File: config.mk
export PLATFORM = sky130hd
export DESIGN_NAME = gfx_fetch_arbiter_flat
export DESIGN_NICKNAME = d
export VERILOG_FILES = /design/src/rtl/gfx_fetch_arbiter_if.sv /design/src/rtl/gfx_fetch_arbiter.sv /design/src/flat_wrapper.sv
export SDC_FILE = /design/constraint.sdc
export NUM_CORES = 1
export LEC_CHECK = 0
export ABC_AREA = 1
export BUFFER_PORTS_ARGS = -buffer_cell sky130_fd_sc_hd__buf_2
export CAP_MARGIN = 20
export CORE_UTILIZATION = 40
export DETAILED_ROUTE_END_ITERATION = 16
export HOLD_SLACK_MARGIN = 0.02
export PLACE_DENSITY_LB_ADDON = 0.08
export REMOVE_ABC_BUFFERS = 1
export SLEW_MARGIN = 20
export SYNTH_ARGS = -nofsm -noshare
export SYNTH_HDL_FRONTEND = slang
export SYNTH_SLANG_ARGS = --single-unit
File: constraint.sdc
create_clock -name clk_sys -period 1.95 [get_ports clk_sys]
set_input_delay 0.195 -clock clk_sys [delete_from_list [all_inputs] [get_ports clk_sys]]
set_output_delay 0.195 -clock clk_sys [all_outputs]
set_load 0.01 [all_outputs]
File: src/rtl/gfx_fetch_arbiter_if.sv
// gfx_fetch_arbiter_if: requester and graphics-ROM signals of the fetch arbiter.
// The master side is the environment (video fetchers plus ROM bridge); the
// slave side is the arbiter itself. timeout_flag exists only when
// GFX_FETCH_ARBITER_TIMEOUT_EN is defined.
interface gfx_fetch_arbiter_if #(
    parameter int ADDR_W = 19
);
    // Background tile fetcher (requester 0)
    logic              bg_req;
    logic [ADDR_W-1:0] bg_addr;
    logic              bg_ack;
    logic [7:0]        bg_data;
    // Sprite pixel fetcher (requester 1)
    logic              sp_req;
    logic [ADDR_W-1:0] sp_addr;
    logic              sp_ack;
    logic [7:0]        sp_data;
    // Arbitration mode and status
    logic              prio_bg;
    logic              busy;
    // Shared graphics ROM port
    logic              gfx_read;
    logic [ADDR_W-1:0] gfx_addr;
    logic [7:0]        gfx_data;
    logic              gfx_valid;
`ifdef GFX_FETCH_ARBITER_TIMEOUT_EN
    logic              timeout_flag;
`endif

    modport master (
        output bg_req, bg_addr, sp_req, sp_addr, prio_bg, gfx_data, gfx_valid,
        input  bg_ack, bg_data, sp_ack, sp_data, gfx_read, gfx_addr, busy
`ifdef GFX_FETCH_ARBITER_TIMEOUT_EN
        , input timeout_flag
`endif
    );

    modport slave (
        input  bg_req, bg_addr, sp_req, sp_addr, prio_bg, gfx_data, gfx_valid,
        output bg_ack, bg_data, sp_ack, sp_data, gfx_read, gfx_addr, busy
`ifdef GFX_FETCH_ARBITER_TIMEOUT_EN
        , output timeout_flag
`endif
    );
endinterface

File: src/rtl/gfx_fetch_arbiter.sv
// gfx_fetch_arbiter: shares the single graphics ROM byte port between the
// background tile fetcher and the sprite pixel fetcher. One read is in flight
// at a time (IDLE -> ISSUE -> WAIT -> DONE); priority is fixed-background or
// round-robin via prio_bg. All outputs are registered.
// Optional build macro GFX_FETCH_ARBITER_TIMEOUT_EN: WAIT gives up after
// TIMEOUT cycles, returns 8'hFF to the owner and sets a sticky timeout_flag.
module gfx_fetch_arbiter #(
    parameter int ADDR_W  = 19
`ifdef GFX_FETCH_ARBITER_TIMEOUT_EN
    ,
    parameter int TIMEOUT = 64
`endif
) (
    input logic                clk_sys,
    input logic                reset,
    gfx_fetch_arbiter_if.slave bus
);

    typedef enum logic [1:0] {ST_IDLE, ST_ISSUE, ST_WAIT, ST_DONE} state_t;
    typedef enum logic {REQ_BG = 1'b0, REQ_SP = 1'b1} req_t;

    state_t            state;
    req_t              owner;
    req_t              last_grant;

    logic              grant_valid;
    req_t              grant_sel;
    logic [ADDR_W-1:0] grant_addr;
    logic              wait_done;
    logic [7:0]        wait_data;

`ifdef GFX_FETCH_ARBITER_TIMEOUT_EN
    localparam int CNT_W = $clog2(TIMEOUT + 1);
    logic [CNT_W-1:0]  wait_cnt;
    logic              timeout_hit;
`endif

    // Arbitration winner for an IDLE cycle and the completion condition for WAIT.
    always_comb begin
        // NOTE: every signal gets a default before any branch, so no path leaves it unassigned and infers a latch.
        grant_valid = bus.bg_req | bus.sp_req;
        grant_sel   = REQ_BG;
        if (bus.bg_req && bus.sp_req) begin
            // Tie: fixed mode always favours the background fetch; round-robin
            // hands the port to whichever requester did not win last time.
            if (!bus.prio_bg && last_grant == REQ_BG) begin
                grant_sel = REQ_SP;
            end
        end else if (bus.sp_req) begin
            grant_sel = REQ_SP;
        end
        grant_addr = (grant_sel == REQ_SP) ? bus.sp_addr : bus.bg_addr;

        wait_done = bus.gfx_valid;
        wait_data = bus.gfx_data;
`ifdef GFX_FETCH_ARBITER_TIMEOUT_EN
        timeout_hit = !bus.gfx_valid && (wait_cnt == CNT_W'(TIMEOUT - 1));
        if (timeout_hit) begin
            wait_done = 1'b1;
            wait_data = 8'hFF;
        end
`endif
    end

    // Access sequencer: grant, strobe the ROM once, wait for data, acknowledge the owner.
    always_ff @(posedge clk_sys) begin
        // NOTE: registers use non-blocking assignments so each one samples the values from before the edge.
        if (reset) begin
            state        <= ST_IDLE;
            owner        <= REQ_BG;
            last_grant   <= REQ_SP;
            bus.gfx_read <= 1'b0;
            bus.gfx_addr <= '0;
            bus.bg_ack   <= 1'b0;
            bus.sp_ack   <= 1'b0;
            bus.bg_data  <= 8'h00;
            bus.sp_data  <= 8'h00;
            bus.busy     <= 1'b0;
`ifdef GFX_FETCH_ARBITER_TIMEOUT_EN
            wait_cnt         <= '0;
            bus.timeout_flag <= 1'b0;
`endif
        end else begin
            // Strobe and acks are single-cycle pulses unless a state raises them.
            bus.gfx_read <= 1'b0;
            bus.bg_ack   <= 1'b0;
            bus.sp_ack   <= 1'b0;

            unique case (state)
                ST_IDLE: begin
                    if (grant_valid) begin
                        owner        <= grant_sel;
                        last_grant   <= grant_sel;
                        bus.gfx_addr <= grant_addr;
                        bus.gfx_read <= 1'b1;
                        bus.busy     <= 1'b1;
                        state        <= ST_ISSUE;
                    end
                end
                ST_ISSUE: begin
`ifdef GFX_FETCH_ARBITER_TIMEOUT_EN
                    wait_cnt <= '0;
`endif
                    state <= ST_WAIT;
                end
                ST_WAIT: begin
                    if (wait_done) begin
                        if (owner == REQ_SP) begin
                            bus.sp_data <= wait_data;
                            bus.sp_ack  <= 1'b1;
                        end else begin
                            bus.bg_data <= wait_data;
                            bus.bg_ack  <= 1'b1;
                        end
                        state <= ST_DONE;
                    end
`ifdef GFX_FETCH_ARBITER_TIMEOUT_EN
                    wait_cnt <= wait_cnt + 1'b1;
                    if (timeout_hit) begin
                        bus.timeout_flag <= 1'b1;
                    end
`endif
                end
                ST_DONE: begin
                    bus.busy <= 1'b0;
                    state    <= ST_IDLE;
                end
                default: begin
                    bus.busy <= 1'b0;
                    state    <= ST_IDLE;
                end
            endcase
        end
    end

endmodule

File: src/flat_wrapper.sv
// flat-port wrapper written by rule: the top's interface ports become plain ports
module gfx_fetch_arbiter_flat 
#(
    parameter int ADDR_W  = 19

)
  (clk_sys, reset, bus_bg_req, bus_bg_addr, bus_sp_req, bus_sp_addr, bus_prio_bg, bus_gfx_data, bus_gfx_valid, bus_bg_ack, bus_bg_data, bus_sp_ack, bus_sp_data, bus_gfx_read, bus_gfx_addr, bus_busy);
  gfx_fetch_arbiter_if #(.ADDR_W(ADDR_W)) bus_i ();
  input logic clk_sys;
  input logic reset;
  input wire logic [$bits(bus_i.bg_req)-1:0] bus_bg_req;
  input wire logic [$bits(bus_i.bg_addr)-1:0] bus_bg_addr;
  input wire logic [$bits(bus_i.sp_req)-1:0] bus_sp_req;
  input wire logic [$bits(bus_i.sp_addr)-1:0] bus_sp_addr;
  input wire logic [$bits(bus_i.prio_bg)-1:0] bus_prio_bg;
  input wire logic [$bits(bus_i.gfx_data)-1:0] bus_gfx_data;
  input wire logic [$bits(bus_i.gfx_valid)-1:0] bus_gfx_valid;
  output wire logic [$bits(bus_i.bg_ack)-1:0] bus_bg_ack;
  output wire logic [$bits(bus_i.bg_data)-1:0] bus_bg_data;
  output wire logic [$bits(bus_i.sp_ack)-1:0] bus_sp_ack;
  output wire logic [$bits(bus_i.sp_data)-1:0] bus_sp_data;
  output wire logic [$bits(bus_i.gfx_read)-1:0] bus_gfx_read;
  output wire logic [$bits(bus_i.gfx_addr)-1:0] bus_gfx_addr;
  output wire logic [$bits(bus_i.busy)-1:0] bus_busy;
  assign bus_i.bg_req = bus_bg_req;
  assign bus_i.bg_addr = bus_bg_addr;
  assign bus_i.sp_req = bus_sp_req;
  assign bus_i.sp_addr = bus_sp_addr;
  assign bus_i.prio_bg = bus_prio_bg;
  assign bus_i.gfx_data = bus_gfx_data;
  assign bus_i.gfx_valid = bus_gfx_valid;
  assign bus_bg_ack = bus_i.bg_ack;
  assign bus_bg_data = bus_i.bg_data;
  assign bus_sp_ack = bus_i.sp_ack;
  assign bus_sp_data = bus_i.sp_data;
  assign bus_gfx_read = bus_i.gfx_read;
  assign bus_gfx_addr = bus_i.gfx_addr;
  assign bus_busy = bus_i.busy;
  gfx_fetch_arbiter #(.ADDR_W(ADDR_W)) u_core (.clk_sys(clk_sys), .reset(reset), .bus(bus_i));
endmodule
==> results of run 1 <==
worst min-delay path, stage by stage:
cell,delay (ps)
sky130_fd_sc_hd__buf_2,80
sky130_fd_sc_hd__nor2_1,40
sky130_fd_sc_hd__nor2_1,80
flip-flops by register name (all words and copies together), names as in the netlist:
signal	count
u_core.bus.bg_ack	1
u_core.bus.bg_data	8
u_core.bus.busy	1
u_core.bus.gfx_addr	19
u_core.bus.gfx_read	1
u_core.bus.sp_ack	1
u_core.bus.sp_data	8
u_core.last_grant	1
u_core.owner	1
u_core.state	2
metal layers:
| metal | vias to the layer above | GRT usage [%] |
|---|---|---|
| li1 | 1063 | - |
| met5 | - | 0 |
| met1 | 883 | 24.0 |
| met3 | 7 | 6.08 |
| met4 | 0 | 6.54 |
| met2 | 58 | 30.1 |
synthesized netlist by cell type:
| cell | number | share of area (%) |
|---|---|---|
| sky130_fd_sc_hd__nor2_1 | 62 | 12 |
| sky130_fd_sc_hd__nand3_1 | 60 | 15 |
| sky130_fd_sc_hd__dfxtp_1 | 43 | 43 |
| sky130_fd_sc_hd__inv_1 | 36 | 6.8 |
| sky130_fd_sc_hd__nand2_1 | 23 | 4.3 |
| sky130_fd_sc_hd__o21ai_0 | 21 | 5.3 |
| sky130_fd_sc_hd__a21oi_1 | 10 | 2.5 |
| sky130_fd_sc_hd__clkbuf_1 | 6 | 1.1 |
| sky130_fd_sc_hd__buf_2 | 5 | 1.3 |
| sky130_fd_sc_hd__ha_1 | 5 | 3.1 |
| sky130_fd_sc_hd__buf_6 | 4 | 2.3 |
| sky130_fd_sc_hd__nand2_2 | 2 | 0.63 |
| sky130_fd_sc_hd__buf_4 | 1 | 0.38 |
| sky130_fd_sc_hd__inv_2 | 1 | 0.19 |
| sky130_fd_sc_hd__nor3_4 | 1 | 0.82 |
| sky130_fd_sc_hd__nor4_1 | 1 | 0.31 |
| sky130_fd_sc_hd__o21ai_4 | 1 | 0.82 |
| sky130_fd_sc_hd__or2_2 | 1 | 0.31 |
worst max path at each step:
stage | from | to | slack, ps | cells after the start
floorplan | u_core.last_grant$_SDFFE_PP1P_ | u_core.owner$_SDFFE_PP0P_ | 170 | 3
global placement | u_core.state[0]$_SDFFE_PP0P_ | u_core.bus.sp_data[4]$_SDFFE_PP0P_ | 430 | 5
detailed placement | u_core.state[0]$_SDFFE_PP0P_ | u_core.bus.sp_data[7]$_SDFFE_PP0P_ | 380 | 5
CTS | u_core.state[0]$_SDFFE_PP0P_ | u_core.bus.sp_data[1]$_SDFFE_PP0P_ | 370 | 5
global route | u_core.state[0]$_SDFFE_PP0P_ | u_core.bus.sp_data[1]$_SDFFE_PP0P_ | 80 | 5
finish | u_core.state[0]$_SDFFE_PP0P_ | u_core.bus.sp_data[0]$_SDFFE_PP0P_ | 400 | 5
through the flow:
stage | worst slack, ps | instance area (um2) | cells | total power [uW] | util (%)
after global placement | 434 | 2470 | 428 | 2430 | 52.0
after CTS | 372 | 2580 | 435 | 3130 | 54.2
after detailed placement | 377 | 2470 | 428 | 2440 | 52.0
after global routing | 82.7 | 2580 | 435 | 3350 | 54.2
after floorplan | 168 | 1890 | 267 | 1980 | -
final | 398 | 2580 | 435 | 3080 | 54.2
power groups by stage:
| stage | combinational [uW] | sequential [uW] | clock (uW) |
|---|---|---|---|
| after floorplan | 662 | 1320 | 0 |
| after CTS | 1210 | 1210 | 699 |
| final | 1190 | 1210 | 675 |
| after detailed placement | 1210 | 1230 | 0 |
| after global placement | 1200 | 1230 | 0 |
| after global routing | 1370 | 1240 | 730 |
layout by cell type, fill, tap and decap left out:
| cell type | count |
|---|---|
| sky130_fd_sc_hd__o21ai_1 | 1 |
| sky130_fd_sc_hd__o21ai_4 | 1 |
| sky130_fd_sc_hd__bufinv_16 | 1 |
| sky130_fd_sc_hd__nand2_1 | 23 |
| sky130_fd_sc_hd__ha_1 | 5 |
| sky130_fd_sc_hd__nand2_2 | 2 |
| sky130_fd_sc_hd__inv_1 | 36 |
| sky130_fd_sc_hd__buf_4 | 3 |
| sky130_fd_sc_hd__nor3_4 | 1 |
| sky130_fd_sc_hd__o21ai_0 | 20 |
| sky130_fd_sc_hd__clkinvlp_4 | 1 |
| sky130_fd_sc_hd__buf_2 | 90 |
| sky130_fd_sc_hd__buf_12 | 1 |
| sky130_fd_sc_hd__a21oi_1 | 10 |
| sky130_fd_sc_hd__clkbuf_8 | 5 |
| sky130_fd_sc_hd__nand3_1 | 60 |
| sky130_fd_sc_hd__nor2_1 | 62 |
| sky130_fd_sc_hd__inv_2 | 1 |
| sky130_fd_sc_hd__dfxtp_1 | 43 |
| sky130_fd_sc_hd__nor4_1 | 1 |
| sky130_fd_sc_hd__or2_2 | 1 |
final cells by class:
class | instances | area [um2] | area share, %
timing repair buffer | 94 | 493 | 19.1
clock inverter | 2 | 37.5 | 1.46
inverter | 37 | 139 | 5.39
sequential | 43 | 861 | 33.4
clock buffer | 5 | 68.8 | 2.67
multi-input combinational | 187 | 895 | 34.7
tap | 67 | 83.8 | 3.25
cells by family (layout without fill, tap and decap cells):
| logic type | Yosys count | count (layout) | synth area share, % |
|---|---|---|---|
| AO/OA/AOI/OAI | 32 | 32 | 8.60 |
| adder cells (fa/ha/maj) | 5 | 5 | 3.14 |
| buffers and inverters | 53 | 138 | 12.0 |
| flip-flops | 43 | 43 | 43.2 |
| AND/OR/NAND/NOR | 150 | 150 | 33.1 |
==> run_summary.xml, run 1 <==
<?xml version="1.0" encoding="UTF-8"?>
<metrics>
  <group name="run_status">
    <metric name="status" unit="">completed</metric>
  </group>
  <group name="synth">
    <metric name="post_synthesis_instance_total" unit="">283</metric>
    <metric name="synth_seq_cells" unit="">43</metric>
    <metric name="synth_seq_area_share" unit="%">43.2</metric>
    <metric name="mappedNetlistArea" unit="mm2">0.00199</metric>
    <metric name="number_of_distinct_library_cells_after_synthesis" unit="">18</metric>
    <metric name="avgSynthCellArea" unit="um2">7.05</metric>
    <metric name="yosysWarningCount" unit="">0</metric>
  </group>
  <group name="setup_path">
    <metric name="worstRegToRegCells" unit="">5</metric>
    <metric name="timing.critical_path.from_type" unit="">register</metric>
    <metric name="critical-path-top-delay-family" unit="">simple AND/OR/NAND/NOR gates</metric>
    <metric name="worstSetupPathType" unit="">register to register</metric>
    <metric name="worstPathArrival" unit="ps">1720</metric>
    <metric name="cp_cell_sequence" unit="">inv_1 &gt; ha_1 &gt; nand3_1 &gt; o21ai_0 &gt; a21oi_1</metric>
    <metric name="critical_path.n_buffers_inverters" unit="">1</metric>
    <metric name="reg2reg_to" unit="">u_core.bus.sp_data[0]$_SDFFE_PP0P_</metric>
    <metric name="timing.critical_path.slowest_cell_delay" unit="ps">400</metric>
    <metric name="worst_ep_required_time" unit="ps">2110</metric>
    <metric name="r2r_start" unit="">u_core.state[0]$_SDFFE_PP0P_</metric>
    <metric name="critPathMaxFanout" unit="">17</metric>
    <metric name="crit_path_top_delay_cell" unit="">sky130_fd_sc_hd__nand3_1</metric>
    <metric name="timing.critical_path.to_type" unit="">register</metric>
    <metric name="rrSetupSlack" unit="ps">400</metric>
  </group>
  <group name="floorplanning">
    <metric name="starting_utilization_of_the_core_area" unit="%">41.9</metric>
    <metric name="die_width" unit="um">72.6</metric>
    <metric name="area_of_the_placeable_core" unit="mm2">0.00475</metric>
    <metric name="die_area" unit="mm2">0.00527</metric>
    <metric name="io_pins" unit="">91</metric>
    <metric name="placementRows" unit="">25</metric>
    <metric name="floorplan.die.height" unit="um">72.6</metric>
  </group>
  <group name="place">
    <metric name="finalWeightedCongestion" unit="">0.745</metric>
    <metric name="port-buffer-count" unit="">90</metric>
    <metric name="hpwl" unit="um">3290</metric>
  </group>
  <group name="clock_tree">
    <metric name="clock_root_buffer" unit="">sky130_fd_sc_hd__clkbuf_8</metric>
    <metric name="htree_num_levels" unit="">2</metric>
    <metric name="cts.repair.resized" unit="">0</metric>
    <metric name="clkLatencyLatePin" unit="ps">290</metric>
    <metric name="ctsLongestPathBuffers" unit="">2</metric>
    <metric name="number_of_buffers_inserted_during_clock_tree_synthesis" unit="">5</metric>
    <metric name="cts_tree" unit="">built</metric>
    <metric name="worst_setup_hold_path_clk_slew" unit="ps">80</metric>
    <metric name="cts_num_sinks" unit="">43</metric>
    <metric name="cts.repair_timing.setup_buffer_count" unit="">0</metric>
    <metric name="hold_buffers" unit="">0</metric>
  </group>
  <group name="final_layout">
    <metric name="layout.nets" unit="">425</metric>
    <metric name="fraction_of_final_layout_cells_sized_beyond_drive_strength_1" unit="%">29.1</metric>
    <metric name="antenna-diode-count" unit="">0</metric>
    <metric name="n_fill_cell" unit="">522</metric>
    <metric name="area_growth" unit="%">29.2</metric>
  </group>
  <group name="min_path">
    <metric name="min_delay_path_depth" unit="">3</metric>
    <metric name="timing.hold.worst.start" unit="">bus_gfx_data[1]</metric>
    <metric name="worstHoldEndpoint" unit="">u_core.bus.bg_data[1]$_SDFFE_PP0P_</metric>
    <metric name="classification_of_the_worst_slack_hold_path" unit="">input port to register</metric>
  </group>
  <group name="routing">
    <metric name="detailroute.wirelength.met2" unit="um">2120</metric>
    <metric name="route.detailed.drc" unit="">0</metric>
    <metric name="met3_wire_len" unit="um">325</metric>
    <metric name="vias_per_cell" unit="">4.62</metric>
    <metric name="drt_first_iter_violations" unit="">104</metric>
    <metric name="detailroute.via_count" unit="">2011</metric>
    <metric name="post_drt_wl_per_cell" unit="um">10.8</metric>
    <metric name="drt_first_pass_iters" unit="">4</metric>
    <metric name="final_wirelength" unit="um">4680</metric>
    <metric name="number_of_routed_nets_with_antenna_violations" unit="">0</metric>
    <metric name="m1WireLength" unit="um">2170</metric>
    <metric name="highest-signal-layer" unit="">met4</metric>
  </group>
  <group name="sta">
    <metric name="timing.final.setup_violations" unit="">0</metric>
    <metric name="worst_clock_skew" unit="ps">7.46</metric>
    <metric name="fin_hold_ws" unit="ps">133</metric>
    <metric name="finalMaxSlewViolations" unit="">0</metric>
    <metric name="layout_worst_path_cycle_share" unit="%">79.6</metric>
    <metric name="finalHoldViolCount" unit="">0</metric>
    <metric name="setup_total_negative_slack" unit="ps">0</metric>
    <metric name="rsz0062_at_grt" unit="">no</metric>
    <metric name="worst_slew_pin_slew" unit="ps">550</metric>
    <metric name="post-route-min-period" unit="ps">1550</metric>
    <metric name="achievable-frequency" unit="MHz">644</metric>
    <metric name="timing.max_slew.rel_slack" unit="%">63.3</metric>
  </group>
  <group name="pwr">
    <metric name="vdd_drop_max" unit="uV">548</metric>
    <metric name="switching_share_of_power" unit="%">36.1</metric>
    <metric name="power_leakage" unit="uW">0.00140</metric>
    <metric name="seq_power_share" unit="%">39.4</metric>
    <metric name="internal_power" unit="uW">1970</metric>
    <metric name="comb_power_share" unit="%">38.7</metric>
    <metric name="power_per_cell_area" unit="mW/mm2">1190</metric>
    <metric name="power_frac_clock" unit="%">21.9</metric>
    <metric name="power.net_switching" unit="uW">1110</metric>
  </group>
  <group name="global_route">
    <metric name="first_global_vias" unit="">1683</metric>
    <metric name="grt_pass1_wl" unit="um">7670</metric>
    <metric name="grt_util_all_layers" unit="%">18.9</metric>
    <metric name="grt_max_degree" unit="">39</metric>
    <metric name="grt_overflow_total" unit="">0</metric>
    <metric name="grt_antenna_before_repair" unit="">0</metric>
  </group>
  <group name="flow_run">
    <metric name="count_of_max_cap_constraint_violations" unit="">0</metric>
  </group>
</metrics>
No activity file was read; power rests on OpenSTA's default activity.
==> run 2, diff against run 1 <==
clock period = 1.59 ns   (was 1.95 ns; I/O delays follow)
==> run_summary.xml, run 2 (synthesis results as in run 1) <==
<?xml version="1.0" encoding="UTF-8"?>
<metrics>
  <group name="setup_path">
    <metric name="timing.critical_path.slowest_cell_delay" unit="ps">360</metric>
    <metric name="worstRegToRegCells" unit="">9</metric>
    <metric name="worstPathArrival" unit="ps">1610</metric>
    <metric name="reg2reg_to" unit="">u_core.bus.gfx_addr[3]$_SDFFE_PP0P_</metric>
    <metric name="critical-path-top-delay-family" unit="">buffers and inverters</metric>
    <metric name="crit_path_top_delay_cell" unit="">sky130_fd_sc_hd__dfxtp_1</metric>
    <metric name="cp_cell_sequence" unit="">inv_1 &gt; ha_1 &gt; o21ai_4 &gt; inv_2 &gt; buf_12 &gt; nor2_1 &gt; nor2_1 &gt; nand2_1 &gt; inv_1</metric>
    <metric name="worst_ep_required_time" unit="ps">1790</metric>
    <metric name="r2r_start" unit="">u_core.state[0]$_SDFFE_PP0P_</metric>
    <metric name="worstSetupPathType" unit="">register to register</metric>
    <metric name="cp_num_cells" unit="">9</metric>
    <metric name="critPathMaxFanout" unit="">38</metric>
    <metric name="rrSetupSlack" unit="ps">180</metric>
    <metric name="timing.critical_path.from_type" unit="">register</metric>
    <metric name="critical_path.n_buffers_inverters" unit="">4</metric>
    <metric name="timing.critical_path.to_type" unit="">register</metric>
  </group>
  <group name="routing">
    <metric name="number_of_routed_nets_with_antenna_violations" unit="">0</metric>
    <metric name="drt_first_iter_violations" unit="">98</metric>
    <metric name="vias_per_cell" unit="">4.52</metric>
    <metric name="highest-signal-layer" unit="">met4</metric>
    <metric name="route.detailed.drc" unit="">0</metric>
    <metric name="met3_wire_len" unit="um">298</metric>
    <metric name="detailroute.via_count" unit="">1978</metric>
    <metric name="detailroute.wirelength.met2" unit="um">2100</metric>
    <metric name="post_drt_wl_per_cell" unit="um">10.9</metric>
    <metric name="drt_first_pass_iters" unit="">4</metric>
    <metric name="m1WireLength" unit="um">2340</metric>
    <metric name="final_wirelength" unit="um">4790</metric>
  </group>
  <group name="pwr">
    <metric name="power_per_cell_area" unit="mW/mm2">1470</metric>
    <metric name="power_leakage" unit="uW">0.00142</metric>
    <metric name="vdd_drop_max" unit="uV">654</metric>
    <metric name="fin_total_pwr" unit="uW">3820</metric>
    <metric name="comb_power_share" unit="%">38.6</metric>
    <metric name="internal_power" unit="uW">2430</metric>
    <metric name="power.net_switching" unit="uW">1390</metric>
    <metric name="switching_share_of_power" unit="%">36.4</metric>
    <metric name="seq_power_share" unit="%">39.1</metric>
    <metric name="power_frac_clock" unit="%">22.3</metric>
  </group>
  <group name="place">
    <metric name="port-buffer-count" unit="">90</metric>
    <metric name="hpwl" unit="um">3300</metric>
    <metric name="finalWeightedCongestion" unit="">0.790</metric>
    <metric name="dp.cells" unit="">430</metric>
    <metric name="placed_cell_area" unit="mm2">0.00249</metric>
  </group>
  <group name="flow_run">
    <metric name="count_of_max_cap_constraint_violations" unit="">0</metric>
  </group>
  <group name="global_route">
    <metric name="grt_max_degree" unit="">39</metric>
    <metric name="first_global_vias" unit="">1826</metric>
    <metric name="grt_antenna_before_repair" unit="">0</metric>
    <metric name="grt_overflow_total" unit="">0</metric>
    <metric name="grt_util_all_layers" unit="%">19.8</metric>
    <metric name="grt_pass1_wl" unit="um">8200</metric>
  </group>
  <group name="final_layout">
    <metric name="fraction_of_final_layout_cells_sized_beyond_drive_strength_1" unit="%">29.9</metric>
    <metric name="area_growth" unit="%">30.4</metric>
    <metric name="finalCoreUtilization" unit="%">54.7</metric>
    <metric name="leading_cell_type_in_the_layout_fill_and_taps_excluded" unit="">sky130_fd_sc_hd__buf_2</metric>
    <metric name="post-route-cell-area" unit="mm2">0.00260</metric>
    <metric name="layout_top_registers" unit="">u_core.bus.gfx_addr: 19 flops, u_core.bus.bg_data: 8 flops, u_core.bus.sp_data: 8 flops</metric>
    <metric name="layout.nets" unit="">427</metric>
    <metric name="finish.cell_count_without_fillers" unit="">438</metric>
    <metric name="layout_common_cells" unit="">90 x sky130_fd_sc_hd__buf_2, 62 x sky130_fd_sc_hd__nor2_1, 60 x sky130_fd_sc_hd__nand3_1</metric>
    <metric name="largest_register" unit="">u_core.bus.gfx_addr</metric>
    <metric name="number_of_flip_flops_under_the_largest_register_name" unit="">19</metric>
    <metric name="n_fill_cell" unit="">522</metric>
    <metric name="antenna-diode-count" unit="">0</metric>
  </group>
  <group name="floorplanning">
    <metric name="die_area" unit="mm2">0.00527</metric>
    <metric name="io_pins" unit="">91</metric>
    <metric name="floorplan.die.height" unit="um">72.6</metric>
    <metric name="starting_utilization_of_the_core_area" unit="%">41.9</metric>
    <metric name="area_of_the_placeable_core" unit="mm2">0.00475</metric>
    <metric name="placementRows" unit="">25</metric>
    <metric name="die_width" unit="um">72.6</metric>
  </group>
  <group name="min_path">
    <metric name="classification_of_the_worst_slack_hold_path" unit="">input port to register</metric>
    <metric name="min_delay_path_depth" unit="">3</metric>
    <metric name="worstHoldEndpoint" unit="">u_core.bus.bg_data[2]$_SDFFE_PP0P_</metric>
    <metric name="timing.hold.worst.start" unit="">bus_gfx_data[2]</metric>
  </group>
  <group name="sta">
    <metric name="worst_slew_pin_slew" unit="ps">491</metric>
    <metric name="finalMaxSlewViolations" unit="">0</metric>
    <metric name="fin_hold_ws" unit="ps">94.3</metric>
    <metric name="rsz0062_at_grt" unit="">no</metric>
    <metric name="worst_clock_skew" unit="ps">5.84</metric>
    <metric name="timing.final.setup_violations" unit="">0</metric>
    <metric name="post-route-min-period" unit="ps">1410</metric>
    <metric name="finalHoldViolCount" unit="">0</metric>
    <metric name="layout_worst_path_cycle_share" unit="%">88.8</metric>
    <metric name="timing.max_slew.rel_slack" unit="%">67.3</metric>
    <metric name="achievable-frequency" unit="MHz">708</metric>
  </group>
  <group name="clock_tree">
    <metric name="ctsLongestPathBuffers" unit="">2</metric>
    <metric name="cts.repair_timing.setup_buffer_count" unit="">0</metric>
    <metric name="clock_root_buffer" unit="">sky130_fd_sc_hd__clkbuf_8</metric>
    <metric name="worst_setup_hold_path_clk_slew" unit="ps">80</metric>
    <metric name="clkLatencyLatePin" unit="ps">300</metric>
    <metric name="cts_num_sinks" unit="">43</metric>
    <metric name="htree_num_levels" unit="">2</metric>
    <metric name="cts_tree" unit="">built</metric>
    <metric name="number_of_buffers_inserted_during_clock_tree_synthesis" unit="">5</metric>
  </group>
  <group name="run_status">
    <metric name="status" unit="">completed</metric>
  </group>
</metrics>
-- run 2: cell count changes in the layout (fill, tap and decap cells not counted), sizes merged --
cell	previous run	this run
clkinv	0	2
buf	94	96
clkinvlp	1	0
-- run 2: tightest hold or removal path, stage by stage --
cell and delay (ps):
sky130_fd_sc_hd__buf_2 80, sky130_fd_sc_hd__nor2_1 40, sky130_fd_sc_hd__nor2_1 80
-- run 2: how the worst max path moves through the flow --
stage                                                      end                            from
after detailed placement   u_core.bus.gfx_addr[3]$_SDFFE_PP0P_    u_core.state[1]$_SDFFE_PP0P_
after global placement    u_core.bus.gfx_addr[14]$_SDFFE_PP0P_    u_core.state[1]$_SDFFE_PP0P_
after floorplan                      u_core.owner$_SDFFE_PP0P_  u_core.last_grant$_SDFFE_PP1P_
final                      u_core.bus.gfx_addr[3]$_SDFFE_PP0P_    u_core.state[0]$_SDFFE_PP0P_
after global routing              u_core.state[1]$_SDFFE_PP0P_    u_core.state[0]$_SDFFE_PP0P_
after CTS                  u_core.bus.gfx_addr[3]$_SDFFE_PP0P_    u_core.state[1]$_SDFFE_PP0P_
-- run 2: per-stage QoR --
| stage | worst slack (ps) | setup TNS (ps) |
|---|---|---|
| final | 178 | 0 |
| after global routing | 4.90 | 0 |
| after CTS | 134 | 0 |
| after detailed placement | 185 | 0 |
| after global placement | 226 | 0 |
| after floorplan | -192 | -3620 |
-- run 2: final cells by class --
cell class,count,area [um2],share of cell area (%)
multi-input cells,187,895,34.4
flip-flops and latches,43,862,33.2
repair buffers,96,508,19.5
inverters,37,139,5.34
well taps,67,83.8,3.22
clock buffers,5,68.8,2.65
clock inverters,3,43.8,1.68
-- run 2: repair_timing --
action                                  4_1_cts  5_1_grt
gates resized for setup                       0        1
endpoints found under the setup margin        0        3
endpoints found under the hold margin         0        0
hold buffers                                  0        0
-- run 2: per-layer routing --
| metal | vias to the layer above | global-route usage (%) |
|---|---|---|
| li1 | 1068 | - |
| met1 | 850 | 26.8 |
| met2 | 55 | 31.5 |
| met3 | 5 | 5.25 |
| met4 | 0 | 5.23 |
| met5 | - | 0 |
-- run 2: power by group through the flow --
stage | combinational [uW] | clock [uW] | sequential (uW)
floorplan | 812 | 0 | 1620
global placement | 1470 | 0 | 1510
detailed placement | 1480 | 0 | 1510
CTS | 1490 | 882 | 1500
global route | 1730 | 919 | 1530
finish | 1480 | 851 | 1500
==> run 3, diff against run 2 <==
BUFFER_PORTS_ARGS = default   (was -buffer_cell sky130_fd_sc_hd__buf_2)
DONT_BUFFER_PORTS = 1   (was default)
==> run_summary.xml, run 3 (synthesis results as in run 1) <==
<?xml version="1.0" encoding="UTF-8"?>
<metrics>
  <group name="sta">
    <metric name="rsz0062_at_grt" unit="">no</metric>
    <metric name="timing.max_slew.rel_slack" unit="%">41.4</metric>
    <metric name="post-route-min-period" unit="ps">1400</metric>
    <metric name="timing.final.setup_violations" unit="">0</metric>
    <metric name="finalMaxSlewViolations" unit="">0</metric>
    <metric name="fin_hold_ws" unit="ps">43.2</metric>
    <metric name="worst_clock_skew" unit="ps">5.03</metric>
    <metric name="achievable-frequency" unit="MHz">712</metric>
    <metric name="finalHoldViolCount" unit="">0</metric>
    <metric name="setup_total_negative_slack" unit="ps">0</metric>
    <metric name="layout_worst_path_cycle_share" unit="%">88.3</metric>
    <metric name="worst_slack" unit="ps">185</metric>
    <metric name="worst_slew_pin_slew" unit="ps">876</metric>
  </group>
  <group name="clock_tree">
    <metric name="cts_tree" unit="">built</metric>
    <metric name="number_of_buffers_inserted_during_clock_tree_synthesis" unit="">5</metric>
    <metric name="cts_num_sinks" unit="">43</metric>
    <metric name="ctsLongestPathBuffers" unit="">2</metric>
    <metric name="clock_root_buffer" unit="">sky130_fd_sc_hd__clkbuf_8</metric>
    <metric name="worst_setup_hold_path_clk_slew" unit="ps">80</metric>
    <metric name="clkLatencyLatePin" unit="ps">290</metric>
    <metric name="htree_num_levels" unit="">2</metric>
    <metric name="cts.repair_timing.setup_buffer_count" unit="">0</metric>
  </group>
  <group name="routing">
    <metric name="route.detailed.drc" unit="">0</metric>
    <metric name="vias_per_cell" unit="">4.90</metric>
    <metric name="drt_first_pass_iters" unit="">4</metric>
    <metric name="final_wirelength" unit="um">4490</metric>
    <metric name="drt_first_iter_violations" unit="">53</metric>
    <metric name="detailroute.via_count" unit="">1746</metric>
    <metric name="number_of_routed_nets_with_antenna_violations" unit="">0</metric>
    <metric name="post_drt_wl_per_cell" unit="um">12.6</metric>
  </group>
  <group name="final_layout">
    <metric name="leading_cell_type_in_the_layout_fill_and_taps_excluded" unit="">sky130_fd_sc_hd__nor2_1</metric>
    <metric name="layout.nets" unit="">345</metric>
    <metric name="fraction_of_final_layout_cells_sized_beyond_drive_strength_1" unit="%">7.27</metric>
    <metric name="layout_common_cells" unit="">62 x sky130_fd_sc_hd__nor2_1, 60 x sky130_fd_sc_hd__nand3_1, 42 x sky130_fd_sc_hd__dfxtp_1</metric>
    <metric name="n_fill_cell" unit="">513</metric>
    <metric name="largest_register" unit="">u_core.bus.gfx_addr</metric>
    <metric name="multi_input_area" unit="um2">897</metric>
    <metric name="layout.area.seq" unit="um2">862</metric>
    <metric name="layout_top_registers" unit="">u_core.bus.gfx_addr: 19 flops, u_core.bus.bg_data: 8 flops, u_core.bus.sp_data: 8 flops</metric>
    <metric name="number_of_flip_flops_under_the_largest_register_name" unit="">19</metric>
    <metric name="area_growth" unit="%">10.9</metric>
    <metric name="finalCoreUtilization" unit="%">46.5</metric>
    <metric name="antenna-diode-count" unit="">0</metric>
  </group>
  <group name="floorplanning">
    <metric name="placementRows" unit="">25</metric>
    <metric name="die_area" unit="mm2">0.00527</metric>
    <metric name="die_width" unit="um">72.6</metric>
    <metric name="io_pins" unit="">91</metric>
    <metric name="floorplan.die.height" unit="um">72.6</metric>
    <metric name="area_of_the_placeable_core" unit="mm2">0.00475</metric>
    <metric name="starting_utilization_of_the_core_area" unit="%">41.9</metric>
  </group>
  <group name="run_status">
    <metric name="status" unit="">completed</metric>
  </group>
  <group name="min_path">
    <metric name="min_delay_path_depth" unit="">2</metric>
    <metric name="timing.hold.worst.start" unit="">bus_gfx_valid</metric>
    <metric name="worstHoldEndpoint" unit="">u_core.bus.sp_ack$_SDFF_PP0_</metric>
    <metric name="classification_of_the_worst_slack_hold_path" unit="">input port to register</metric>
  </group>
  <group name="setup_path">
    <metric name="rrSetupSlack" unit="ps">190</metric>
    <metric name="timing.critical_path.to_type" unit="">register</metric>
    <metric name="critPathMaxFanout" unit="">38</metric>
    <metric name="timing.critical_path.from_type" unit="">register</metric>
    <metric name="reg2reg_to" unit="">u_core.bus.gfx_addr[3]$_SDFFE_PP0P_</metric>
    <metric name="timing.critical_path.slowest_cell_delay" unit="ps">360</metric>
    <metric name="r2r_start" unit="">u_core.state[0]$_SDFFE_PP0P_</metric>
    <metric name="worst_ep_required_time" unit="ps">1780</metric>
    <metric name="crit_path_top_delay_cell" unit="">sky130_fd_sc_hd__dfxtp_1</metric>
    <metric name="cp_cell_sequence" unit="">inv_1 &gt; ha_2 &gt; o21ai_4 &gt; inv_2 &gt; buf_12 &gt; nor2_1 &gt; nor2_1 &gt; nand2_1 &gt; inv_1</metric>
    <metric name="critical_path.n_buffers_inverters" unit="">4</metric>
    <metric name="worstSetupPathType" unit="">register to register</metric>
    <metric name="worstPathArrival" unit="ps">1600</metric>
    <metric name="critical-path-top-delay-family" unit="">buffers and inverters</metric>
    <metric name="worstRegToRegCells" unit="">9</metric>
  </group>
  <group name="global_route">
    <metric name="first_global_vias" unit="">1608</metric>
    <metric name="grt_max_degree" unit="">39</metric>
    <metric name="grt_pass1_wl" unit="um">7450</metric>
    <metric name="grt_util_all_layers" unit="%">18.0</metric>
    <metric name="grt_overflow_total" unit="">0</metric>
    <metric name="grt_antenna_before_repair" unit="">0</metric>
  </group>
  <group name="place">
    <metric name="dp_worst_setup_slack" unit="ps">186</metric>
    <metric name="hpwl" unit="um">3060</metric>
    <metric name="finalWeightedCongestion" unit="">0.756</metric>
    <metric name="port-buffer-count" unit="">0</metric>
  </group>
  <group name="pwr">
    <metric name="vdd_drop_max" unit="uV">680</metric>
    <metric name="fin_total_pwr" unit="uW">3410</metric>
    <metric name="power_leakage" unit="uW">0.00103</metric>
    <metric name="power_per_cell_area" unit="mW/mm2">1540</metric>
  </group>
  <group name="flow_run">
    <metric name="count_of_max_cap_constraint_violations" unit="">0</metric>
  </group>
</metrics>
[run 3: changes by cell type in the layout (fill, tap and decap cells not counted), sizes merged]
cell,delta
clkinvlp,+2
dlygate4sd3,+9
buf,-91
bufinv,-1
clkinv,-1
[run 3: through the flow]
step           std cells  instance area (um2)
6_report             356                 2210
5_1_grt              356                 2210
4_1_cts              356                 2210
3_5_place_dp         339                 2030
3_3_place_gp         339                 2030
2_1_floorplan        267                 1890
[run 3: worst max path at each step]
stage                                               from                                   end  slack (ps)  cells after the start
after floorplan           u_core.last_grant$_SDFFE_PP1P_             u_core.owner$_SDFFE_PP0P_        -190                      3
after global placement      u_core.state[1]$_SDFFE_PP0P_  u_core.bus.gfx_addr[18]$_SDFFE_PP0P_         240                      9
after global routing        u_core.state[0]$_SDFFE_PP0P_  u_core.bus.gfx_addr[18]$_SDFFE_PP0P_          20                      9
after CTS                   u_core.state[1]$_SDFFE_PP0P_   u_core.bus.gfx_addr[3]$_SDFFE_PP0P_         110                      9
after detailed placement    u_core.state[1]$_SDFFE_PP0P_   u_core.bus.gfx_addr[3]$_SDFFE_PP0P_         190                      9
final                       u_core.state[0]$_SDFFE_PP0P_   u_core.bus.gfx_addr[3]$_SDFFE_PP0P_         190                      9
[run 3: final cells by class]
class,instances,share of cell area (%)
Clock inverter,3,0.905
Tap cell,67,3.79
Timing Repair Buffer,14,6.34
Multi-Input combinational cell,187,40.6
Inverter,37,6.28
Clock buffer,5,3.11
Sequential cell,43,39.0
[run 3: per-layer routing]
metal / routed length (um) / GRT usage (%)
met5: 0 / 0
met4: 22 / 4.58
met3: 362 / 5.52
met2: 2000 / 28.9
met1: 2100 / 23.7
[run 3: worst register-to-register path: stages (launching register included)]
cell                      delay, ps
sky130_fd_sc_hd__dfxtp_1        360
sky130_fd_sc_hd__inv_1          100
sky130_fd_sc_hd__ha_2           230
sky130_fd_sc_hd__o21ai_4         90
sky130_fd_sc_hd__inv_2           70
sky130_fd_sc_hd__buf_12         170
sky130_fd_sc_hd__nor2_1         130
sky130_fd_sc_hd__nor2_1          50
sky130_fd_sc_hd__nand2_1        100
sky130_fd_sc_hd__inv_1           30
[run 3: timing repair]
action                     CTS  global route
hold endpoints to repair    31             0
hold buffers                 9             0
gates resized for setup      0             2
setup endpoints to repair    0             7
[run 3: where the power goes]
group / leakage (uW) / internal, uW / total, uW / switching, uW
Combinational: 0.000639 / 442 / 1080 / 642
Sequential: 0.000353 / 1350 / 1650 / 299
Clock: 0.0000402 / 306 / 675 / 369
